**src/rtl/product_accumulator_if.sv**
```systemverilog
// Product-in / sum-out streaming bus of the product accumulator.
// The slave modport belongs to the accumulator; the master modport is the side that feeds it products.
interface product_accumulator_if #(
    parameter int IN_W  = 64,
    parameter int ACC_W = 64,
    parameter int TERMS = 4
);
    localparam int CNT_W = $clog2(TERMS + 1);

    // Both ports use strict valid/ready. A beat transfers on a rising clk edge
    // only when valid and ready are both 1. A producer holding valid keeps its
    // payload stable until the transfer. ready may depend combinationally on
    // state, but never on valid.
    logic             in_valid;
    logic             in_ready;
    logic [IN_W-1:0]  in_product;
    logic             in_last;
    logic             out_valid;
    logic             out_ready;
    logic [ACC_W-1:0] out_sum;
    logic [CNT_W-1:0] out_count;
    logic             out_sat;

    modport slave (
        input  in_valid, in_product, in_last, out_ready,
        output in_ready, out_valid, out_sum, out_count, out_sat
    );

    modport master (
        output in_valid, in_product, in_last, out_ready,
        input  in_ready, out_valid, out_sum, out_count, out_sat
    );
endinterface

```
**src/rtl/product_accumulator.sv**
```systemverilog
// Saturating frame accumulator for signed multiplier products.
// It sums up to TERMS beats per frame and holds the result until the downstream side takes it.
module product_accumulator #(
    parameter int IN_W  = 64,
    parameter int ACC_W = 64,
    parameter int TERMS = 4
) (
    input  logic                 clk,
    input  logic                 rst_n,
    input  logic                 clear,
    product_accumulator_if.slave bus,
    output logic [0:0]           state_o
);
    localparam int CNT_W = $clog2(TERMS + 1);

    localparam logic [0:0] ST_ACCUM = 1'b0;
    localparam logic [0:0] ST_HOLD  = 1'b1;

    localparam logic [ACC_W-1:0] ACC_MAX = {1'b0, {(ACC_W-1){1'b1}}};
    localparam logic [ACC_W-1:0] ACC_MIN = {1'b1, {(ACC_W-1){1'b0}}};

    logic [0:0]       state_q, state_d;
    logic [ACC_W-1:0] acc_q, acc_d;
    logic [CNT_W-1:0] cnt_q, cnt_d;
    logic             sat_q, sat_d;
    logic             valid_q, valid_d;

    logic             in_ready;
    logic             accept;
    logic [ACC_W-1:0] prod_ext;
    logic [ACC_W:0]   sum_w;
    logic             ovf;
    logic [ACC_W-1:0] sum_clamped;
    logic [CNT_W-1:0] cnt_inc;

    assign in_ready = rst_n && !clear && (state_q == ST_ACCUM);
    assign accept   = bus.in_valid && in_ready;

    // One guard bit: an overflow shows up as the guard bit disagreeing with the ACC_W-bit sign.
    assign prod_ext    = ACC_W'(signed'(bus.in_product));
    assign sum_w       = {acc_q[ACC_W-1], acc_q} + {prod_ext[ACC_W-1], prod_ext};
    assign ovf         = sum_w[ACC_W] ^ sum_w[ACC_W-1];
    assign sum_clamped = ovf ? (sum_w[ACC_W] ? ACC_MIN : ACC_MAX) : sum_w[ACC_W-1:0];
    assign cnt_inc     = cnt_q + CNT_W'(1);

    always_comb begin
        state_d = state_q;
        acc_d   = acc_q;
        cnt_d   = cnt_q;
        sat_d   = sat_q;
        valid_d = valid_q;
        if (clear) begin
            state_d = ST_ACCUM;
            acc_d   = '0;
            cnt_d   = '0;
            sat_d   = 1'b0;
            valid_d = 1'b0;
        end else if (state_q == ST_HOLD) begin
            if (valid_q && bus.out_ready) begin
                state_d = ST_ACCUM;
                acc_d   = '0;
                cnt_d   = '0;
                sat_d   = 1'b0;
                valid_d = 1'b0;
            end
        end else if (accept) begin
            acc_d = sum_clamped;
            cnt_d = cnt_inc;
            sat_d = sat_q | ovf;
            if ((cnt_inc == CNT_W'(TERMS)) || bus.in_last) begin
                state_d = ST_HOLD;
                valid_d = 1'b1;
            end
        end
    end

    always_ff @(posedge clk) begin
        if (!rst_n) begin
            state_q <= ST_ACCUM;
            acc_q   <= '0;
            cnt_q   <= '0;
            sat_q   <= 1'b0;
            valid_q <= 1'b0;
        end else begin
            state_q <= state_d;
            acc_q   <= acc_d;
            cnt_q   <= cnt_d;
            sat_q   <= sat_d;
            valid_q <= valid_d;
        end
    end

    assign bus.in_ready  = in_ready;
    assign bus.out_valid = valid_q;
    assign bus.out_sum   = acc_q;
    assign bus.out_count = cnt_q;
    assign bus.out_sat   = sat_q;
    assign state_o       = state_q;
endmodule
```
**src/flat_wrapper.sv**
```systemverilog
// flat-port wrapper written by rule: the top's interface ports become plain ports
module product_accumulator_flat 
#(
    parameter int IN_W  = 64,
    parameter int ACC_W = 64,
    parameter int TERMS = 4
)
  (clk, rst_n, clear, state_o, bus_in_valid, bus_in_product, bus_in_last, bus_out_ready, bus_in_ready, bus_out_valid, bus_out_sum, bus_out_count, bus_out_sat);
  product_accumulator_if #(.IN_W(IN_W), .ACC_W(ACC_W), .TERMS(TERMS)) bus_i ();
  input  logic clk;
  input  logic rst_n;
  input  logic clear;
  output logic [0:0] state_o;
  input wire logic [$bits(bus_i.in_valid)-1:0] bus_in_valid;
  input wire logic [$bits(bus_i.in_product)-1:0] bus_in_product;
  input wire logic [$bits(bus_i.in_last)-1:0] bus_in_last;
  input wire logic [$bits(bus_i.out_ready)-1:0] bus_out_ready;
  output wire logic [$bits(bus_i.in_ready)-1:0] bus_in_ready;
  output wire logic [$bits(bus_i.out_valid)-1:0] bus_out_valid;
  output wire logic [$bits(bus_i.out_sum)-1:0] bus_out_sum;
  output wire logic [$bits(bus_i.out_count)-1:0] bus_out_count;
  output wire logic [$bits(bus_i.out_sat)-1:0] bus_out_sat;
  assign bus_i.in_valid = bus_in_valid;
  assign bus_i.in_product = bus_in_product;
  assign bus_i.in_last = bus_in_last;
  assign bus_i.out_ready = bus_out_ready;
  assign bus_in_ready = bus_i.in_ready;
  assign bus_out_valid = bus_i.out_valid;
  assign bus_out_sum = bus_i.out_sum;
  assign bus_out_count = bus_i.out_count;
  assign bus_out_sat = bus_i.out_sat;
  product_accumulator #(.IN_W(IN_W), .ACC_W(ACC_W), .TERMS(TERMS)) u_core (.clk(clk), .rst_n(rst_n), .clear(clear), .bus(bus_i), .state_o(state_o));
endmodule
```
**config.mk**
```make
export PLATFORM = sky130hd
export DESIGN_NAME = product_accumulator_flat
export DESIGN_NICKNAME = d
export VERILOG_FILES = /design/src/rtl/product_accumulator_if.sv /design/src/rtl/product_accumulator.sv /design/src/flat_wrapper.sv
export SDC_FILE = /design/constraint.sdc
export NUM_CORES = 1
export LEC_CHECK = 0
export ABC_AREA = 1
export BUFFER_PORTS_ARGS = -buffer_cell sky130_fd_sc_hd__buf_2
export CORE_ASPECT_RATIO = 0.75
export CORE_UTILIZATION = 25
export CTS_CLUSTER_DIAMETER = 40
export DETAILED_ROUTE_END_ITERATION = 8
export PLACE_DENSITY = 0.53
export SYNTH_ARGS = -nofsm -noshare
export SYNTH_HDL_FRONTEND = slang
export SYNTH_SLANG_ARGS = --single-unit
```
**constraint.sdc**
```tcl
create_clock -name clk -period 2.65 [get_ports clk]
set_clock_uncertainty 0.1 [all_clocks]
set_input_delay 0.3975 -clock clk [delete_from_list [all_inputs] [get_ports clk]]
set_output_delay 0.3975 -clock clk [all_outputs]
set_load 0.01 [all_outputs]
```
# Word level (Yosys, flattened, before mapping)
# Index checks and enable logic that the tools add are counted.
# totals
regBits	70
in_bits	70
# op_classes
eq_ne	2
n_mux	18
bitwise_logic	4
n_reduce_logical	11
addsub	2
# op_table
operator	count
64-bit two-way mux	5
64-bit by 64-bit adder with 65-bit output	1
1-bit two-way mux	10
3-bit two-way mux	3
1-bit logical AND	4
2-bit nonzero test	2
3-bit by 1-bit adder with 3-bit output (second input constant)	1
3-bit == test (second input constant)	1
3-bit AND reduction	1
2-bit inequality test (second input constant)	1
1-bit inverter	2
2-bit AND reduction	1
2-bit OR reduction	1
1-bit zero test	1
1-bit logical OR	1
1-bit bitwise OR	1
1-bit XOR	1

# Longest topological paths before layout
# Gate-level depths: netlist of the first run.
# logic_depth
word_depth	6
ltp_mapped	19

# Least setup slack after synthesis of the first run
# Ideal clock, no wire load.
# synth_path
kind	input to register
startpoint	in bus_in_product[0]
endpoint	reg u_core.acc_q[5] (netlist: u_core.bus.out_sum[5])
setup_slack_ns	0.021
path_buffers	1
setup_time_ns	0.070
t_arrival_ns	2.458
stages	18
cell_sequence	ha_1 fa_1 nand2_1 nand2_1 nand3_1 nand2_2 nand2_2 nand2_2 nand2_1 nand2_2 nand2_2 nand2_1 nand2_1 nand2_2 a21oi_4 buf_6 nand2_1 a21oi_2
# synth_between
elab_chain_cells	5
elab_cells_between_ends	6
cone_classes	1 x add/sub; 4 x mux; 1 x bitwise
# synth_rtl
element	line_no	source
from (decl)	flat_wrapper.sv:15	input wire logic [$bits(bus_i.in_product)-1:0] bus_in_product;
64-bit by 64-bit adder with 65-bit output (*)	product_accumulator.sv:41	assign sum_w = {acc_q[ACC_W-1], acc_q} + {prod_ext[ACC_W-1], prod_ext};
64-bit two-way mux / 1-bit XOR (equally long branches)	product_accumulator.sv:43, product_accumulator.sv:42	
64-bit two-way mux (*)	product_accumulator.sv:43	assign sum_clamped = ovf ? (sum_w[ACC_W] ? ACC_MIN : ACC_MAX) : sum_w[ACC_W-1:0];
64-bit two-way mux (*)	product_accumulator.sv:66	end else if (accept) begin
64-bit two-way mux (*)	product_accumulator.sv:58	end else if (state_q == ST_HOLD) begin
to (signal assigned)	product_accumulator.sv:80	acc_q <= '0;
to (signal assigned)	product_accumulator.sv:86	acc_q <= acc_d;
to (decl)	product_accumulator.sv:23	logic [ACC_W-1:0] acc_q, acc_d;
# Every way passes the cells marked *; elsewhere a longest branch is shown, timed or not. The select of a mux whose other input is x is not followed.
# A chain may end at the register's enable or synchronous reset.

# Final worst setup path of the first run
# layout_path
startpoint	reg u_core.acc_q[0] (netlist: u_core.bus.out_sum[0])
endpoint	reg u_core.acc_q[22] (netlist: u_core.bus.out_sum[22])
# layout_between
elab_chain_cells	5
elab_cells_between_ends	6
cone_classes	1 x add/sub; 4 x mux; 1 x bitwise
# layout_rtl
element	line_no
64-bit by 64-bit adder with 65-bit output (*)	product_accumulator.sv:41
64-bit two-way mux / 1-bit XOR (equally long branches)	product_accumulator.sv:43, product_accumulator.sv:42
64-bit two-way mux (*)	product_accumulator.sv:43
64-bit two-way mux (*)	product_accumulator.sv:66
64-bit two-way mux (*)	product_accumulator.sv:58
# Marked as above.

==> impl.org, run 1 <==
** Pwr
- Power spread over the standard cell area amounts to 250.5 nW/um^2.
- Worst VDD drop :: 330.7 uV
- Power share of the combinational group :: 40.1%
- In this run the power spent charging and discharging nets is 1.366 mW.
- Of the total power, the share spent switching nets is 36.19%.
- The clock network accounts for 30.9% of the total power.
- In this run, flip-flops and latches consume 29.0% of the power.
- For this design the static power due to leakage is 7.511 nW.
- The internal portion of the total power is 2.408 mW.

** Timing
- Remaining max-slew budget at the tightest pin :: 22.24%
- Pins Over Slew Limit :: 0
- Count of final setup violators :: 61
- Slew @ Worst Pin :: 1.166 ns
- Worst Setup Slack, final :: -0.1065 ns
- Setup repair after global routing missed its margin :: true
- Count of final hold-check violations :: 0
- Worst hold slack across all endpoints :: 0.2181 ns
- Timing would allow up to 362.8 MHz.
- Final TNS setup :: -3.782 ns
- Clock period minus worst slack :: 2.757 ns
- Of the available clock period, the critical path in the final layout requires 104.0%.

** Final layout
- Final design area excluding fillers :: 15070 sq um
- Final core utilization :: 44.55%
- The area growth from synthesis to layout is 73.80%.
- Count of filler cells inserted in the layout :: 3623
- Cells with a size suffix above 1 make up 46.16% of the layout.
- Number of diodes :: 0
- Final nets :: 2191

** Worst setup path
- Critical Path Max Stage Delay :: 0.36 ns
- Of all nets on the critical path, the largest fanout is 8.
- The worst setup path is captured at a register.
- Data arrives at the worst endpoint at 2.87 ns.
- CP cell instances :: ha_4, fa_2, nand2_2, nand2_4, nand3_2, nand2_2, nand2_2, nand2_2, nand2_2, nand2_4, nand2_4, nand2_4, buf_6, nand2_4, nand2_8, nand2_8, buf_12, nand3_1, nand2_1, a21oi_2
- Critical path start-end classification :: register to register
- CP max stage cell :: fa_2
- Startpoint Class :: register
- Data on the critical path is required at its endpoint by 2.76 ns.
- Worst R2R Setup Slack :: -0.11 ns

** Die
- The die is 163.3 microns tall.
- Row generation in the floorplan step produced 58 rows.
- For this design the top-level I/O count stands at 141.
- Area of the core :: 33820 sq um
- Width of the die :: 217.0 microns
- Starting density of the core :: 25.63%
- Die footprint :: 35430 sq um

** Placed design
- Placed wire-length estimate :: 32.30 mm
- RD Place Congestion :: 0.9435
- Buffers on Ports :: 140
- After detailed placement, the total cell area comes to 12560 sq um.

** Yosys
- Yosys warnings :: 0
- Number of library cell types mapped by synthesis :: 34
- The average instance in the mapped netlist occupies 5.760 sq um.
- The mapped netlist covers 8668 sq um.
- For this run, the register share of the synthesized area comes to 16.17%.
- Synthesis inferred 70 register bits.
- Mapped Nets :: 1642
- Number of instances in the synthesized netlist :: 1505

** Job
- The tool flagged a number of max-cap violations equal to 0.

** Worst hold path
- The min-delay analysis places its worst path in the category input pin to register.

** Global route
- Number of antenna violations at the first check in global routing :: 0
- Largest net degree at the start of global routing :: 66
- Vias in the first global route :: 10870
- The first global-routing pass estimated 62.71 mm of wire.
- Total global routing overflow :: 0
- Global routing used 23.55% of the available tracks.

** Route
- Detailed Route Iter0 Violations :: 897
- Summed over all layers, the routed wires come to 43.35 mm.
- The routed layout has 11500 vias.
- The first detailed-routing pass took 5 iterations.
- Number of DRC violations after detailed routing :: 0
- After detailed routing, the average wire length per cell comes to 17.29 microns.
- Using the TritonRoute via totals, the vias-per-cell ratio works out to 4.585.
- The detail route stage leaves a number of antenna-violating nets equal to 0.

** Status
- The run finished, with violations left.
- Violations in the final reports :: negative setup slack

** Clock network
- Clock root buffer master :: clkbuf_16
- After clock tree synthesis, the clock-pin slew on the worst setup and hold paths is 0.06 ns.
- Clock Latency Late Sink :: 0.38 ns
- Counting every sink on the clock net gives 70.
- Number of hold-repair buffers added at the cts stage :: 0
- CTS Buffer Depth :: 2
- TritonCTS built the clock tree.
- H-tree levels :: 3
- Number of buffers inserted during clock tree synthesis :: 9
## placed cells by master, fill, tap and decap left out, types with 9 or more instances in the layout
cell | netlist | routed
ha_1 | 66 | 11
a21oi_2 | 63 | 86
buf_4 | 4 | 397
buf_12 | 0 | 11
ha_4 | 0 | 53
inv_1 | 201 | 195
nor2_1 | 132 | 112
nand3_1 | 93 | 61
nand2_1 | 595 | 505
nand3b_1 | 18 | 18
xnor2_1 | 32 | 31
a21oi_4 | 1 | 9
o21bai_1 | 25 | 24
nand2_2 | 16 | 86
buf_2 | 1 | 140
dfxtp_1 | 70 | 42
o21ai_0 | 23 | 21
dfxtp_2 | 0 | 28
nand3_2 | 1 | 33
clkbuf_16 | 0 | 14
nor3_1 | 12 | 9
nand2_4 | 1 | 18
nor2_2 | 4 | 18
a21oi_1 | 84 | 53
## power groups by stage
stage	combinational, mW	sequential [mW]	clock (mW)
6_report	1.51	1.09	1.17
5_1_grt	1.62	1.10	1.24
4_1_cts	1.35	1.09	1.20
3_5_place_dp	1.11	1.11	0
3_3_place_gp	1.11	1.11	0
2_1_floorplan	0.583	1.12	0
## cells by family (layout without fill, tap and decap cells)
kind of cell    count (synthesis)  after routing  share of synthesized area [%]
simple gates                  897            898                          42.80
buf+inv                       236            788                          12.43
compound gates                197            197                          15.01
flops                          70             70                          16.17
fa+ha+maj                      67             67                          9.757
xor+xnor                       38             38                          3.840
## layer usage
layer	vias to the layer above	part of all wire, %	track usage, %
li1	5856	-	-
met1	5329	54	37.28
met2	295	39	33.13
met3	18	6.1	3.557
met4	0	0.59	3.233
met5	-	0	0
## stage by stage
step                      power, mW  instances  setup WS, ns
after floorplan               1.702       1505       0.02113
after global placement        2.220       2445       -0.4674
after detailed placement      2.223       2445       -0.4718
after CTS                     3.647       2496      -0.03864
after global routing          3.959       2508       -0.2054
final                         3.773       2508       -0.1065
## worst max-delay path, delay by kind of cell, from the launching register on
family | cells | cell delay (ns)
DFF | 1 | 0.33
buffers and inverters | 2 | 0.30
and+or+nand+nor | 15 | 1.26
AOI/OAI and AO/OA | 1 | 0.05
adders and majority gates | 2 | 0.53
## final timing paths
kind | start | to | cells past startpoint
worst max-delay path | u_core.bus.out_sum[0] | u_core.bus.out_sum[22] | 20
worst min-delay path | bus_out_ready | u_core.state_o | 4
worst max register to register | u_core.bus.out_sum[0] | u_core.bus.out_sum[22] | 20
worst min register to register | u_core.bus.out_sat | u_core.bus.out_sat | 2
## layout make-up
type	count	area, sq um	area share, %
Sequential cell	70	1436	9.534
Clock inverter	5	27.53	0.1827
Tap cell	450	563.0	3.737
Multi-Input combinational cell	1200	7719	51.23
Clock buffer	10	229.0	1.520
Inverter	204	767.0	5.091
Timing Repair Buffer	569	4324	28.70
## sequential cells by signal, indices dropped and copies added (netlist names)
signal and count:
u_core.state_o 1, u_core.bus.out_sum 64, u_core.bus.out_valid 1, u_core.bus.out_sat 1, u_core.bus.out_count 3
## cell usage after synthesis
cell type	number	area share, %
nand2_1	595	26
inv_1	201	8.7
nor2_1	132	5.7
nand3_1	93	5.4
a21oi_1	84	4.8
dfxtp_1	70	16
ha_1	66	9.5
a21oi_2	63	6.4
xnor2_1	32	3.2
o21bai_1	25	2.2
o21ai_0	23	1.3
nand3b_1	18	1.6
buf_6	16	2.1
nand2_2	16	1.2
nor3_1	12	0.69
nand4_1	8	0.58
nor4_1	8	0.58
dlygate4sd1_1	6	0.61
xor2_1	6	0.61
buf_4	4	0.35
dlygate4sd3_1	4	0.46
nor2_2	4	0.29
nor3_2	4	0.46
inv_2	3	0.13
nor3b_1	2	0.17
or2_1	2	0.14
a21oi_4	1	0.19
a32o_1	1	0.12
and2_1	1	0.072
buf_2	1	0.058
clkbuf_1	1	0.043
fa_1	1	0.23
nand2_4	1	0.13
nand3_2	1	0.12
## repair_timing
item	CTS	global route
pin swaps	22	48
cloned	8	8
resized for setup	212	133
buffers inserted	28	7
setup endpoints to repair	64	64
Note: power is estimated with default switching activity, not from simulation.
==> inputs of run 2 (changes only) <==
--- a/config.mk
+++ b/config.mk
@@ -11,7 +11,7 @@
 export CORE_UTILIZATION = 25
 export CTS_CLUSTER_DIAMETER = 40
 export DETAILED_ROUTE_END_ITERATION = 8
-export PLACE_DENSITY = 0.53
+export PLACE_DENSITY = 0.52
 export SYNTH_ARGS = -nofsm -noshare
 export SYNTH_HDL_FRONTEND = slang
 export SYNTH_SLANG_ARGS = --single-unit
==> run 2 against run 1 <==
Compared with the run above:
- the run still ends with negative setup slack left
- flip-flop and latch count unchanged
- power about the same
- first-iteration DRC count decreased by 5.9%
- sequential power about the same
- worst setup slack improved by 0.052 ns
- global-route usage decreased by 0.79 points
- critical endpoint unchanged
==> impl.org, run 2 (synthesis gave the netlist of run 1 again) <==
** Timing
- Tcrit/Tclk final :: 102.0% (-2.0 points)
- Worst Setup Slack, final :: -0.05414 ns (+0.05240 ns)
- Final TNS setup :: -0.7371 ns (+3.045 ns)
- The peak clock frequency supported by timing came to 369.8 MHz (+1.9%).
- Setup repair after global routing could not meet its margin everywhere.
- The hold violation total from the final report is 0 (unchanged).
- The worst hold margin came to 0.2263 ns (+0.008203 ns).
- The transition at the pin with the smallest max-transition slack came to 1.210 ns (+0.04407 ns).
- The final critical-path required period is 2.704 ns (-0.05240 ns).
- Remaining max-slew budget at the tightest pin :: 19.30% (-2.9 points)
- The final-report max-slew violation count was 0 (unchanged).
- Count of final setup violators :: 34 (-44%)

** Placed design
- Dpl ws :: -0.4417 ns (+0.03013 ns)
- RD Place Congestion :: 0.9556 (+1.3%)
- The count of buffers inserted at the top-level ports came to 140 (unchanged).
- Placed wire-length estimate :: 32.94 mm (+2.0%)

** Route
- The post-detailed-route wirelength per cell came to 16.63 microns (-3.8%).
- Total routed wirelength :: 41.57 mm (-4.1%)
- Signal routing reaches up to met4.
- Metal1 wirelength :: 22.16 mm (-6.2%)
- Detailed Route Iter0 Violations :: 844 (-5.9%)
- The total iterations of the first detailed-routing run came to 5 (unchanged).
- Average vias per placed instance :: 4.602 (+0.38%)
- The number of remaining DRC errors was 0 (unchanged).
- The met2 layer wire length in the routed design was 16.17 mm (-4.0%).
- Routed wl met3 :: 2.865 mm (+8.8%)
- The via count was 11500 (+0.017%).
- Number of nets still failing antenna checks after routing :: 0 (unchanged)

** Worst setup path
- Max FO, Critical Path :: 15 (+7)
- Crit path arrival time :: 2.80 ns (-0.07 ns)
- The critical path is of the register to register type.
- STA classifies the critical path startpoint as a register.
- Critical Path Sink Type :: register
- The data required time at the worst endpoint was 2.74 ns (-0.02 ns).

** Clock network
- The buffer depth of the longest clock path is 2 (unchanged).
- The cell sitting at the root of the clock tree is a clkbuf_16.
- The number of buffers created by CTS came to 9 (unchanged).
- The count of clock tree sinks was 70 (unchanged).
- The quantity of hold-fixing buffers added after cts came to 0 (unchanged).
- The clock insertion delay at the later pin of the skew report came to 0.37 ns (about the same).
- CTS tree :: yes
- Register clock-pin slew on the reported worst setup and hold paths :: 0.06 ns (about the same)
- The number of H-tree branching levels was 3 (unchanged).

** Die
- The number of standard-cell rows in the floorplan was 58 (unchanged).
- The chip width was 217.0 microns (unchanged).
- Die footprint :: 35430 sq um (unchanged)
- Area of the core :: 33820 sq um (unchanged)
- The number of top-level pins is 141 (unchanged).
- The initial cell density of the core came to 25.63% (unchanged).
- Die Span Y :: 163.3 microns (unchanged)

** Pwr
- Sw Pwr :: 1.304 mW (-4.5%)
- The power per standard cell area came to 252.6 nW/um^2 (+0.85%).
- The combinational power share came to 37.9% (-2.2 points).
- The static leakage power is 7.448 nW (-0.85%).
- Part of the total power dissipated in the clock network :: 33.1% (+2.2 points)
- The maximum vdd ir drop came to 227.1 uV (-31%).
- The internal power came to 2.470 mW (+2.6%).
- The switching share of power came to 34.56% (-1.6 points).
- The share of total power in sequential cells is 29.0% (about the same).

** Final layout
- Leaving out fill and tap cells, the most frequent cell in the layout is nand2_1.
- The fill cell total of the finished layout came to 3648 (+0.69%).
- The count of antenna diodes in the layout came to 0 (unchanged).
- Relative to the synthesized area, the layout overhead comes to 72.36%.
- Final core utilization :: 44.18% (-0.37 points)
- The fraction of layout instances using a drive strength above 1 was 46.22% (+0.056 points).
- The flip-flop count of the largest register after layout was 64 (unchanged).
- Top library cells by usage in the layout, fill and taps aside :: nand2_1 (488), buf_4 (401), inv_1 (195), buf_2 (140), nor2_1 (112)
- Final nets :: 2182 (-0.41%)

** Global route
- The total global-route track usage came to 22.76% (-0.79 points).
- The largest net degree at the start of global routing is 66 (unchanged).
- Number of antenna violations at the first check in global routing :: 0 (unchanged)
- The number of global-route vias before repair came to 10650 (-2.1%).
- Total global routing overflow :: 0 (unchanged)
- Wire length of the first global-routing pass :: 60.78 mm (-3.1%)

** Status
- The flow ran to the end, but the final reports show violations.
- Violations in the final reports :: negative setup slack

** Worst hold path
- Worst Hold Class :: input pin to register

** Job
- The number of max-cap violations was 0 (unchanged).
-- run 2: cell types whose count changed in the layout (fill, tap and decap cells not counted), sizes merged --
cell      delta
buf          -7
clkbuf       +4
clkinv       -4
clkinvlp     -1
nand2        -1
-- run 2: area by class of cell --
class	instances	area [sq um]	share of cell area (%)
sequential	70	1440	9.639
clock buffer	15	287.8	1.926
inverter	204	767.0	5.134
tap	450	563.0	3.769
timing repair buffer	561	4109	27.50
multi-input combinational	1199	7774	52.03
-- run 2: stage by stage --
stage | cell area, sq um | total power, mW | cells
4_1_cts | 13970 | 3.661 | 2486
6_report | 14940 | 3.774 | 2499
2_1_floorplan | 8668 | 1.702 | 1505
3_5_place_dp | 12640 | 2.238 | 2453
5_1_grt | 14940 | 3.967 | 2499
3_3_place_gp | 12640 | 2.235 | 2453
-- run 2: what timing repair did --
action                     4_1_cts  5_1_grt
gates cloned                     3        5
resized for setup              156      189
buffers inserted                15        8
setup endpoints to repair       64       64
pin swaps                       28       61
-- run 2: worst paths after layout --
check / startpoint / end / slack (ns) / depth (start not counted)
setup / recovery: u_core.bus.out_sum[0] / u_core.bus.out_sum[22] / -0.05 / 19
hold / removal: bus_out_ready / u_core.state_o / 0.23 / 4
setup reg to reg: u_core.bus.out_sum[0] / u_core.bus.out_sum[22] / -0.05 / 19
hold reg to reg: u_core.bus.out_sat / u_core.bus.out_sat / 0.38 / 2
-- run 2: worst max-delay path, cell delays in order, from the launching register on --
cell and delay [ns]:
dfxtp_2 0.33, ha_4 0.16, fa_2 0.36, nand2_2 0.10, nand2_4 0.06, nand3_4 0.08
nand2_4 0.08, nand2_4 0.08, nand2_4 0.07, nand2_4 0.06, nand2_4 0.08, nand2_4 0.10
nand2_4 0.06, nand2_1 0.07, nand2_2 0.09, nand2_8 0.17, clkbuf_16 0.23, nand3_1 0.09
nand2_1 0.09, a21oi_2 0.05
-- run 2: power by group through the flow --
stage / Clock (mW) / Combinational (mW) / Sequential (mW)
after global placement: 0 / 1.13 / 1.11
after CTS: 1.30 / 1.27 / 1.09
after detailed placement: 0 / 1.13 / 1.11
after global routing: 1.33 / 1.54 / 1.10
after floorplan: 0 / 0.583 / 1.12
final: 1.25 / 1.43 / 1.09
-- run 2: metal layers --
metal / GRT usage [%] / up-vias
met1: 35.57 / 5315
met4: 4.129 / 0
met3: 4.451 / 21
met5: 0 / -
met2: 31.38 / 337
li1: - / 5827
